## src/rtl/icache_mshr_ctrl_pkg.sv

```systemverilog
// Shared types and bus encodings for the I-cache miss/prefetch controller.
package icache_mshr_ctrl_pkg;

  localparam logic [1:0] BUS_NONE = 2'b00;
  localparam logic [1:0] BUS_LOAD = 2'b01;

  typedef enum logic [1:0] {
    MSHR_IDLE    = 2'd0,
    MSHR_PENDING = 2'd1,
    MSHR_WAIT    = 2'd2
  } MSHR_STATE_T;

  typedef struct packed {
    MSHR_STATE_T state;
    logic [60:0] line_addr;
    logic [3:0]  mem_tag;
    logic        is_pf;
  } ICACHE_MSHR_T;

endpackage

```

## src/rtl/icache_mshr_ctrl_if.sv

```systemverilog
// Tagged memory bus between the I-cache fill controller (master) and main memory (slave).
interface icache_mshr_ctrl_if;

  logic [1:0]  proc2Imem_command;
  logic [63:0] proc2Imem_addr;
  logic [3:0]  Imem2proc_response;
  logic [63:0] Imem2proc_data;
  logic [3:0]  Imem2proc_tag;

  modport master (
    output proc2Imem_command, proc2Imem_addr,
    input  Imem2proc_response, Imem2proc_data, Imem2proc_tag
  );

  modport slave (
    input  proc2Imem_command, proc2Imem_addr,
    output Imem2proc_response, Imem2proc_data, Imem2proc_tag
  );

endinterface

```

## src/rtl/icache_pick_lowest.sv

```systemverilog
// Lowest-set-bit selector: one-hot of the lowest requesting bit plus an any-request flag.
module icache_pick_lowest #(
  parameter int WIDTH = 4
) (
  input  logic [WIDTH-1:0] req,
  output logic [WIDTH-1:0] onehot,
  output logic             valid
);

  assign onehot = req & (~req + WIDTH'(1));
  assign valid  = |req;

endmodule

```

## src/rtl/icache_mshr_ctrl.sv

```systemverilog
// Non-blocking I-cache fill controller tracking NUM_MSHR in-flight line fills by memory tag.
// Next-line prefetch allocation is built only when ICACHE_PREFETCH_EN is defined.
module icache_mshr_ctrl
  import icache_mshr_ctrl_pkg::*;
#(
  parameter  int NUM_MSHR     = 4,
  parameter  int NUM_PREFETCH = 2,
  parameter  int NUM_SETS     = 8,
  localparam int SET_BITS     = $clog2(NUM_SETS),
  localparam int TAG_BITS     = 29 - SET_BITS
) (
  input  logic                          clock,
  input  logic                          reset,
  input  logic [63:0]                   fetch_addr,
  input  logic                          fetch_hit,
  input  logic                          flush,
  output logic [NUM_PREFETCH-1:0][63:0] pf_probe_addr,
  input  logic [NUM_PREFETCH-1:0]       pf_probe_hit,
  output logic                          miss_pending,
  icache_mshr_ctrl_if.master            mem,
  output logic                          cache_wr_en,
  output logic [SET_BITS-1:0]           cache_wr_idx,
  output logic [TAG_BITS-1:0]           cache_wr_tag,
  output logic [63:0]                   cache_wr_data
);

  ICACHE_MSHR_T mshr_q [NUM_MSHR];
  ICACHE_MSHR_T mshr_d [NUM_MSHR];

  logic [60:0]         fetch_line;
  logic [NUM_MSHR-1:0] idle_v, pend_dem_v, pend_pf_v, fetch_match_v, cmpl_match_v;
  logic [NUM_MSHR-1:0] dem_issue_oh, pf_issue_oh, issue_oh, accept_oh;
  logic [NUM_MSHR-1:0] free_oh, repl_oh, cmpl_oh, demand_oh, pf_alloc_oh;
  logic                dem_issue_vld, pf_issue_vld, free_vld, repl_vld, cmpl_vld;
  logic                need_demand, issue_vld;
  logic [60:0]         issue_line;
  logic [28:0]         cmpl_line;
  logic [60:0]         pf_alloc_line [NUM_MSHR];

  assign fetch_line = fetch_addr[63:3];

  always_comb begin
    for (int i = 0; i < NUM_MSHR; i++) begin
      idle_v[i]        = (mshr_q[i].state == MSHR_IDLE);
      pend_dem_v[i]    = (mshr_q[i].state == MSHR_PENDING) && !mshr_q[i].is_pf;
      pend_pf_v[i]     = (mshr_q[i].state == MSHR_PENDING) && mshr_q[i].is_pf;
      fetch_match_v[i] = (mshr_q[i].state != MSHR_IDLE) && (mshr_q[i].line_addr == fetch_line);
      cmpl_match_v[i]  = (mshr_q[i].state == MSHR_WAIT) && (mem.Imem2proc_tag != 4'd0) &&
                         (mshr_q[i].mem_tag == mem.Imem2proc_tag);
    end
  end

  icache_pick_lowest #(.WIDTH(NUM_MSHR)) u_issue_dem (
    .req(pend_dem_v), .onehot(dem_issue_oh), .valid(dem_issue_vld));
  icache_pick_lowest #(.WIDTH(NUM_MSHR)) u_issue_pf (
    .req(pend_pf_v), .onehot(pf_issue_oh), .valid(pf_issue_vld));
  icache_pick_lowest #(.WIDTH(NUM_MSHR)) u_free (
    .req(idle_v), .onehot(free_oh), .valid(free_vld));
  // A prefetch accepted by memory this cycle is already in flight, so it is not a victim.
  icache_pick_lowest #(.WIDTH(NUM_MSHR)) u_repl (
    .req(pend_pf_v & ~accept_oh), .onehot(repl_oh), .valid(repl_vld));
  icache_pick_lowest #(.WIDTH(NUM_MSHR)) u_cmpl (
    .req(cmpl_match_v), .onehot(cmpl_oh), .valid(cmpl_vld));

  assign issue_vld   = dem_issue_vld || pf_issue_vld;
  assign issue_oh    = dem_issue_vld ? dem_issue_oh : pf_issue_oh;
  assign accept_oh   = (mem.Imem2proc_response != 4'd0) ? issue_oh : '0;
  assign need_demand = !reset && !fetch_hit && !(|fetch_match_v);

  always_comb begin
    demand_oh = '0;
    if (need_demand) begin
      if (free_vld)      demand_oh = free_oh;
      else if (repl_vld) demand_oh = repl_oh;
    end
  end

  always_comb begin
    issue_line = '0;
    cmpl_line  = '0;
    for (int i = 0; i < NUM_MSHR; i++) begin
      if (issue_oh[i]) issue_line = issue_line | mshr_q[i].line_addr;
      if (cmpl_oh[i])  cmpl_line  = cmpl_line | mshr_q[i].line_addr[28:0];
    end
  end

  assign mem.proc2Imem_command = issue_vld ? BUS_LOAD : BUS_NONE;
  assign mem.proc2Imem_addr    = issue_vld ? {issue_line, 3'b000} : 64'd0;
  assign miss_pending          = !reset && !fetch_hit && ((|fetch_match_v) || (|demand_oh));

`ifdef ICACHE_PREFETCH_EN
  logic [63:0] last_fetch_addr;
  logic        new_fetch;

  always_ff @(posedge clock) begin
    if (reset) last_fetch_addr <= '1;
    else       last_fetch_addr <= fetch_addr;
  end

  assign new_fetch = !reset && (fetch_addr != last_fetch_addr);

  // Candidates take the remaining free entries in k order; with none left the candidate is dropped.
  always_comb begin
    logic [NUM_MSHR-1:0] avail;
    logic [NUM_MSHR-1:0] pick;
    logic [60:0]         cand;
    logic                cand_match;
    avail         = idle_v & ~demand_oh;
    pick          = '0;
    cand          = '0;
    cand_match    = 1'b0;
    pf_alloc_oh   = '0;
    pf_probe_addr = '0;
    for (int i = 0; i < NUM_MSHR; i++) pf_alloc_line[i] = '0;
    for (int k = 0; k < NUM_PREFETCH; k++) begin
      cand             = fetch_line + 61'(k + 1);
      pf_probe_addr[k] = {cand, 3'b000};
      cand_match       = 1'b0;
      for (int i = 0; i < NUM_MSHR; i++) begin
        if ((mshr_q[i].state != MSHR_IDLE) && (mshr_q[i].line_addr == cand)) cand_match = 1'b1;
      end
      pick = avail & (~avail + NUM_MSHR'(1));
      if (new_fetch && !pf_probe_hit[k] && !cand_match) begin
        for (int i = 0; i < NUM_MSHR; i++) begin
          if (pick[i]) begin
            pf_alloc_oh[i]   = 1'b1;
            pf_alloc_line[i] = cand;
          end
        end
        avail = avail & ~pick;
      end
    end
  end
`else
  logic unused_pf;
  assign unused_pf = ^{pf_probe_hit, fetch_addr[2:0]};

  always_comb begin
    pf_alloc_oh   = '0;
    pf_probe_addr = '0;
    for (int i = 0; i < NUM_MSHR; i++) pf_alloc_line[i] = '0;
  end
`endif

  // Allocation wins over everything; an accepted issue reaches WAIT even when flushed.
  always_comb begin
    for (int i = 0; i < NUM_MSHR; i++) begin
      mshr_d[i] = mshr_q[i];
      if (demand_oh[i]) begin
        mshr_d[i].state     = MSHR_PENDING;
        mshr_d[i].line_addr = fetch_line;
        mshr_d[i].mem_tag   = 4'd0;
        mshr_d[i].is_pf     = 1'b0;
      end else if (pf_alloc_oh[i]) begin
        mshr_d[i].state     = MSHR_PENDING;
        mshr_d[i].line_addr = pf_alloc_line[i];
        mshr_d[i].mem_tag   = 4'd0;
        mshr_d[i].is_pf     = 1'b1;
      end else if (accept_oh[i]) begin
        mshr_d[i].state     = MSHR_WAIT;
        mshr_d[i].mem_tag   = mem.Imem2proc_response;
      end else if (cmpl_oh[i]) begin
        mshr_d[i].state     = MSHR_IDLE;
      end else if (flush && pend_pf_v[i]) begin
        mshr_d[i].state     = MSHR_IDLE;
      end
    end
  end

  always_ff @(posedge clock) begin
    if (reset) begin
      for (int i = 0; i < NUM_MSHR; i++)
        mshr_q[i] <= '{state: MSHR_IDLE, line_addr: '0, mem_tag: '0, is_pf: 1'b0};
    end else begin
      for (int i = 0; i < NUM_MSHR; i++) mshr_q[i] <= mshr_d[i];
    end
  end

  always_ff @(posedge clock) begin
    if (reset) begin
      cache_wr_en   <= 1'b0;
      cache_wr_idx  <= '0;
      cache_wr_tag  <= '0;
      cache_wr_data <= '0;
    end else begin
      cache_wr_en <= cmpl_vld;
      if (cmpl_vld) begin
        cache_wr_idx  <= cmpl_line[SET_BITS-1:0];
        cache_wr_tag  <= cmpl_line[28:SET_BITS];
        cache_wr_data <= mem.Imem2proc_data;
      end
    end
  end

endmodule
```

## src/flat_wrapper.sv

```systemverilog
// flat-port wrapper written by rule: the top's interface ports become plain ports
module icache_mshr_ctrl_flat import icache_mshr_ctrl_pkg::*;
#(
  parameter  int NUM_MSHR     = 4,
  parameter  int NUM_PREFETCH = 2,
  parameter  int NUM_SETS     = 8,
  localparam int SET_BITS     = $clog2(NUM_SETS),
  localparam int TAG_BITS     = 29 - SET_BITS
)
  (clock, reset, fetch_addr, fetch_hit, flush, pf_probe_addr, pf_probe_hit, miss_pending, cache_wr_en, cache_wr_idx, cache_wr_tag, cache_wr_data, mem_proc2Imem_command, mem_proc2Imem_addr, mem_Imem2proc_response, mem_Imem2proc_data, mem_Imem2proc_tag);
  icache_mshr_ctrl_if mem_i ();
  input  logic clock;
  input  logic reset;
  input  logic [63:0] fetch_addr;
  input  logic fetch_hit;
  input  logic flush;
  output logic [NUM_PREFETCH-1:0][63:0] pf_probe_addr;
  input  logic [NUM_PREFETCH-1:0] pf_probe_hit;
  output logic miss_pending;
  output logic cache_wr_en;
  output logic [SET_BITS-1:0] cache_wr_idx;
  output logic [TAG_BITS-1:0] cache_wr_tag;
  output logic [63:0] cache_wr_data;
  output wire logic [$bits(mem_i.proc2Imem_command)-1:0] mem_proc2Imem_command;
  output wire logic [$bits(mem_i.proc2Imem_addr)-1:0] mem_proc2Imem_addr;
  input wire logic [$bits(mem_i.Imem2proc_response)-1:0] mem_Imem2proc_response;
  input wire logic [$bits(mem_i.Imem2proc_data)-1:0] mem_Imem2proc_data;
  input wire logic [$bits(mem_i.Imem2proc_tag)-1:0] mem_Imem2proc_tag;
  assign mem_proc2Imem_command = mem_i.proc2Imem_command;
  assign mem_proc2Imem_addr = mem_i.proc2Imem_addr;
  assign mem_i.Imem2proc_response = mem_Imem2proc_response;
  assign mem_i.Imem2proc_data = mem_Imem2proc_data;
  assign mem_i.Imem2proc_tag = mem_Imem2proc_tag;
  icache_mshr_ctrl #(.NUM_MSHR(NUM_MSHR), .NUM_PREFETCH(NUM_PREFETCH), .NUM_SETS(NUM_SETS)) u_core (.clock(clock), .reset(reset), .fetch_addr(fetch_addr), .fetch_hit(fetch_hit), .flush(flush), .pf_probe_addr(pf_probe_addr), .pf_probe_hit(pf_probe_hit), .miss_pending(miss_pending), .mem(mem_i), .cache_wr_en(cache_wr_en), .cache_wr_idx(cache_wr_idx), .cache_wr_tag(cache_wr_tag), .cache_wr_data(cache_wr_data));
endmodule
```

## config.mk

```make
export PLATFORM = sky130hd
export DESIGN_NAME = icache_mshr_ctrl_flat
export DESIGN_NICKNAME = d
export VERILOG_FILES = /design/src/rtl/icache_mshr_ctrl_pkg.sv /design/src/rtl/icache_mshr_ctrl_if.sv /design/src/rtl/icache_pick_lowest.sv /design/src/rtl/icache_mshr_ctrl.sv /design/src/flat_wrapper.sv
export SDC_FILE = /design/constraint.sdc
export NUM_CORES = 1
export LEC_CHECK = 0
export BUFFER_PORTS_ARGS = -buffer_cell sky130_fd_sc_hd__buf_2
export CAP_MARGIN = 5
export CELL_PAD_IN_SITES_DETAIL_PLACEMENT = 1
export CELL_PAD_IN_SITES_GLOBAL_PLACEMENT = 2
export CORE_ASPECT_RATIO = 0.5
export CORE_UTILIZATION = 32
export CTS_BUF_LIST = sky130_fd_sc_hd__clkbuf_16
export CTS_CLUSTER_SIZE = 28
export DETAILED_ROUTE_END_ITERATION = 10
export PLACE_DENSITY_LB_ADDON = 0.1
export REMOVE_ABC_BUFFERS = 1
export SETUP_SLACK_MARGIN = 0.2
export SLEW_MARGIN = 20
export SYNTH_ARGS = -nofsm -noshare
export SYNTH_HDL_FRONTEND = slang
export SYNTH_HIERARCHICAL = 1
export SYNTH_SLANG_ARGS = --single-unit
```

## constraint.sdc

```tcl
create_clock -name clock -period 3.4 [get_ports clock]
set_clock_uncertainty 0.1 [all_clocks]
set_input_delay 0.17 -clock clock [delete_from_list [all_inputs] [get_ports clock]]
set_output_delay 0.17 -clock clock [all_outputs]
set_load 0.01 [all_outputs]
```

==> impl_metrics.toml <==
[yosys]
yosysSeqAreaShare_pct = 36.3
mappedNetlistArea_um2 = 20000
unique_masters_post_synth = 46
synthTopCellsByArea = "dfxtp_1, a22oi_1, a21oi_1"
synth.largest_area_cell = "dfxtp_1"
synth_area_per_cell_um2 = 8.11
yosys_warnings = 6
fraction_of_registers_with_async_set_reset_pct = 0
synth_largest_type_area_fraction_pct = 36.3
dominantRegCellSynth = "dfxtp_1"
ys_seq_elements = 362
synth-edff-count = 0
syn_inst = 2463

[routing]
drt_iter0_drc = 1990
drtPass1Iterations = 11
vias = 20500
postRouteAntennaNets = 0
detail_route.vias_per_cell = 5.62
detail_route.wl_per_cell_um = 25.6
totalWireLength_mm = 93.5
drc = 94

[die]
io_pins = 431
core_um2 = 61400
rows = 64
die_area_um2 = 63500
fp.dieW_um = 355
die_height_um = 179
floorplan.initialDensity_pct = 32.5

[status]
failed_checks = "DRC"
run_status = "finished with violations"

[cts]
clockRootBuffer = "clkbuf_16"
worst_setup_hold_path_clk_slew_ns = 0.06
cts_tree = "yes"
cts.path.max_buffers = 3
h_tree_depth = 2
clock_buffers_created_by_tritoncts = 40
cts.sinks = 362
insertion_delay_ns = 0.58

[placed_design]
dp_cells = 3435
globalplace.congestion = 0.889
hpwl_mm = 61.4
buffer_ports.inserted = 292
dpl_cell_area_um2 = 22000

[pwr]
vdd.ir_drop.worst_uv = 298
total_power_density_per_cell_area_nw_per_um2 = 431
p_leak_nw = 9.07

[flow_run]
max_cap_violations = 0

[sta]
final.min_clock_period_ns = 3.16
timing_hold_violations_final = 0
finalSetupViolCount = 0
worst-slew-pin-transition_ns = 1.05
fin_crit_sh_pct = 93.0
final_max_slew_viol_count = 0
slew_headroom_pct = 30.0
fin_setup_tns_ns = 0
upper_clock_frequency_limit_mhz = 316
rsz_0062_raised_after_global_routing = "yes"

[worst_setup_path]
worstPathCellList = "nor2b_4, or4_4, mux2_4, buf_12, a22oi_1, a21oi_1, buf_2"
timing.critical_path.slowest_cell_delay_ns = 0.60
startpoint_type = "register"
worstPathMaxFanout = 36
cp_data_arrival_time_ns = 2.89
setup.worst_path.end_class = "output port"
crit_required_ns = 3.13
crit_slowest_cell = "or4_4"
class_of_the_most_critical_setup_path = "register to output port"

[final_layout]
area.growth.synth_to_final_pct = 24.3
multiInputGateArea_um2 = 11100
filler_cell_count = 7317
ff_latch_area_um2 = 7250
drive_gt1_share_pct = 18.2
design_area_um2 = 24800
finish.cell_count_without_fillers = 3652
nets = 2939

[global_routing]
grt_pass1_wl_mm = 135
grt_start_max_net_pins = 196
grt.overflow.total = 0
first_global_vias = 19800
overall_track_demand_over_capacity_in_global_routing_pct = 28.2
number_of_antenna_violations_at_the_first_check_in_global_routing = 1

[min_path]
holdCritPathClass = "primary input to register"
cell usage after synthesis, types with 2 or more instances:
library cell	n
dfxtp_1	362
a21oi_1	288
nand3_1	246
a22oi_1	200
clkbuf_1	186
o21ai_0	165
buf_4	149
nor2_1	106
xnor2_1	100
xor2_1	76
mux2i_1	64
o21ai_1	54
inv_1	52
nor2b_1	51
nor4_1	33
buf_1	32
nand2b_1	32
nand4_1	30
a311oi_1	29
buf_6	26
o31ai_1	26
nor3_1	23
o22ai_1	21
nand2_1	15
buf_2	14
o2111ai_1	10
a2111o_1	9
or4_1	9
nand3b_1	8
a2111oi_0	5
a211oi_1	5
nor3b_1	5
nor4b_1	5
a22o_1	4
mux2_2	4
o221ai_1	4
a221oi_1	3
a222oi_1	2
and3_1	2
o21a_1	2
kinds of logic after synthesis:
family / after synthesis / synth area share, %
and+or+nand+nor: 568 / 14.8
xor gates and xnor gates: 176 / 7.72
AOI/OAI and AO/OA: 829 / 25.2
other: 1 / 0.0188
muxes: 68 / 3.43
buffers and inverters: 459 / 12.5
DFF: 362 / 36.3
metal layers:
| layer | GRT usage, % | part of all wire (%) | up-vias |
|---|---|---|---|
| met5 | 0 | 0 | - |
| met4 | 4.72 | 1.4 | 0 |
| met3 | 4.04 | 7.3 | 93 |
| met2 | 43.5 | 43 | 803 |
| met1 | 41.8 | 48 | 10400 |
| li1 | - | - | 9242 |
layout make-up:
| type | instances | area share, % |
|---|---|---|
| Antenna cell | 1 | 0.0101 |
| Clock buffer | 41 | 4.13 |
| Clock inverter | 30 | 0.620 |
| Inverter | 52 | 0.786 |
| Multi-Input combinational cell | 1802 | 44.8 |
| Sequential cell | 362 | 29.2 |
| Tap cell | 825 | 4.16 |
| Timing Repair Buffer | 539 | 16.3 |
critical path: cells and delay by family, from the launching register on:
kind            cells  cell delay, ns
mux                 1            0.37
compound gates      2            0.47
simple gates        2            0.75
buf+inv             2            0.38
flops               1            0.34
timing repair:
action / in CTS / in global routing
gates cloned: 0 / 1
endpoints found under the hold margin: 326 / 0
setup buffers: 6 / 8
hold buffers: 130 / 0
resized for setup: 20 / 34
pin swaps: 3 / 10
endpoints found under the setup margin: 62 / 228
flip-flops by register name, summed over array words and instances, names as in the netlist:
signal	count
u_core/cache_wr_idx	3
u_core/cache_wr_data	64
u_core/mshr_q	268
u_core/cache_wr_en	1
u_core/cache_wr_tag	26
per-stage QoR:
step                worst slack (ns)  power [mW]  hold slack, ns  util, %
floorplan                      -3.33        5.31           0.139        -
global placement               0.321        6.32           0.302     35.8
detailed placement             0.280        6.33           0.314     35.8
CTS                            0.206        10.7           0.145     40.0
global route                   0.179        11.1           0.175     40.4
finish                         0.239        10.7           0.138     40.4
report_power, final:
group / total [mW] / leakage [nW] / internal, mW / switching [mW]
logic: 1.99 / 5.52 / 0.660 / 1.32
clock network: 4.24 / 0.617 / 2.25 / 1.99
registers: 4.48 / 2.93 / 4.36 / 0.119
total: 10.7 / 9.07 / 7.28 / 3.43
cells in the final DEF, fill, tap and decap left out, types with 26 or more instances in the layout:
| cell | instances |
|---|---|
| a21oi_1 | 285 |
| a22oi_1 | 186 |
| nand4_1 | 30 |
| dfxtp_1 | 356 |
| xnor2_1 | 97 |
| a311oi_1 | 29 |
| dlygate4sd3_1 | 130 |
| nand3_1 | 246 |
| o31ai_1 | 26 |
| conb_1 | 160 |
| buf_2 | 291 |
| nor2_1 | 103 |
| xor2_1 | 76 |
| buf_4 | 82 |
| nor4_1 | 28 |
| mux2i_1 | 64 |
| clkbuf_16 | 41 |
| nand2b_1 | 32 |
| o21ai_0 | 164 |
| inv_1 | 64 |
| nor2b_1 | 49 |
| buf_12 | 29 |
| o21ai_1 | 54 |
final timing paths:
kind                                       startpoint                             endpoint  slack, ns  cells after the start
hold reg to reg   u_core/cache_wr_tag[3]$_SDFFE_PP0P_  u_core/cache_wr_tag[3]$_SDFFE_PP0P_       0.38                      2
hold / removal                              fetch_hit    u_core/mshr_q[2][62]$_SDFFE_PP0P_       0.14                      5
setup / recovery    u_core/mshr_q[0][66]$_SDFFE_PP0P_               mem_proc2Imem_addr[40]       0.24                      7
setup reg to reg    u_core/mshr_q[0][50]$_SDFFE_PP0P_    u_core/mshr_q[1][65]$_SDFFE_PP0P_       0.34                     11
Power figures use the tool's default switching activity.
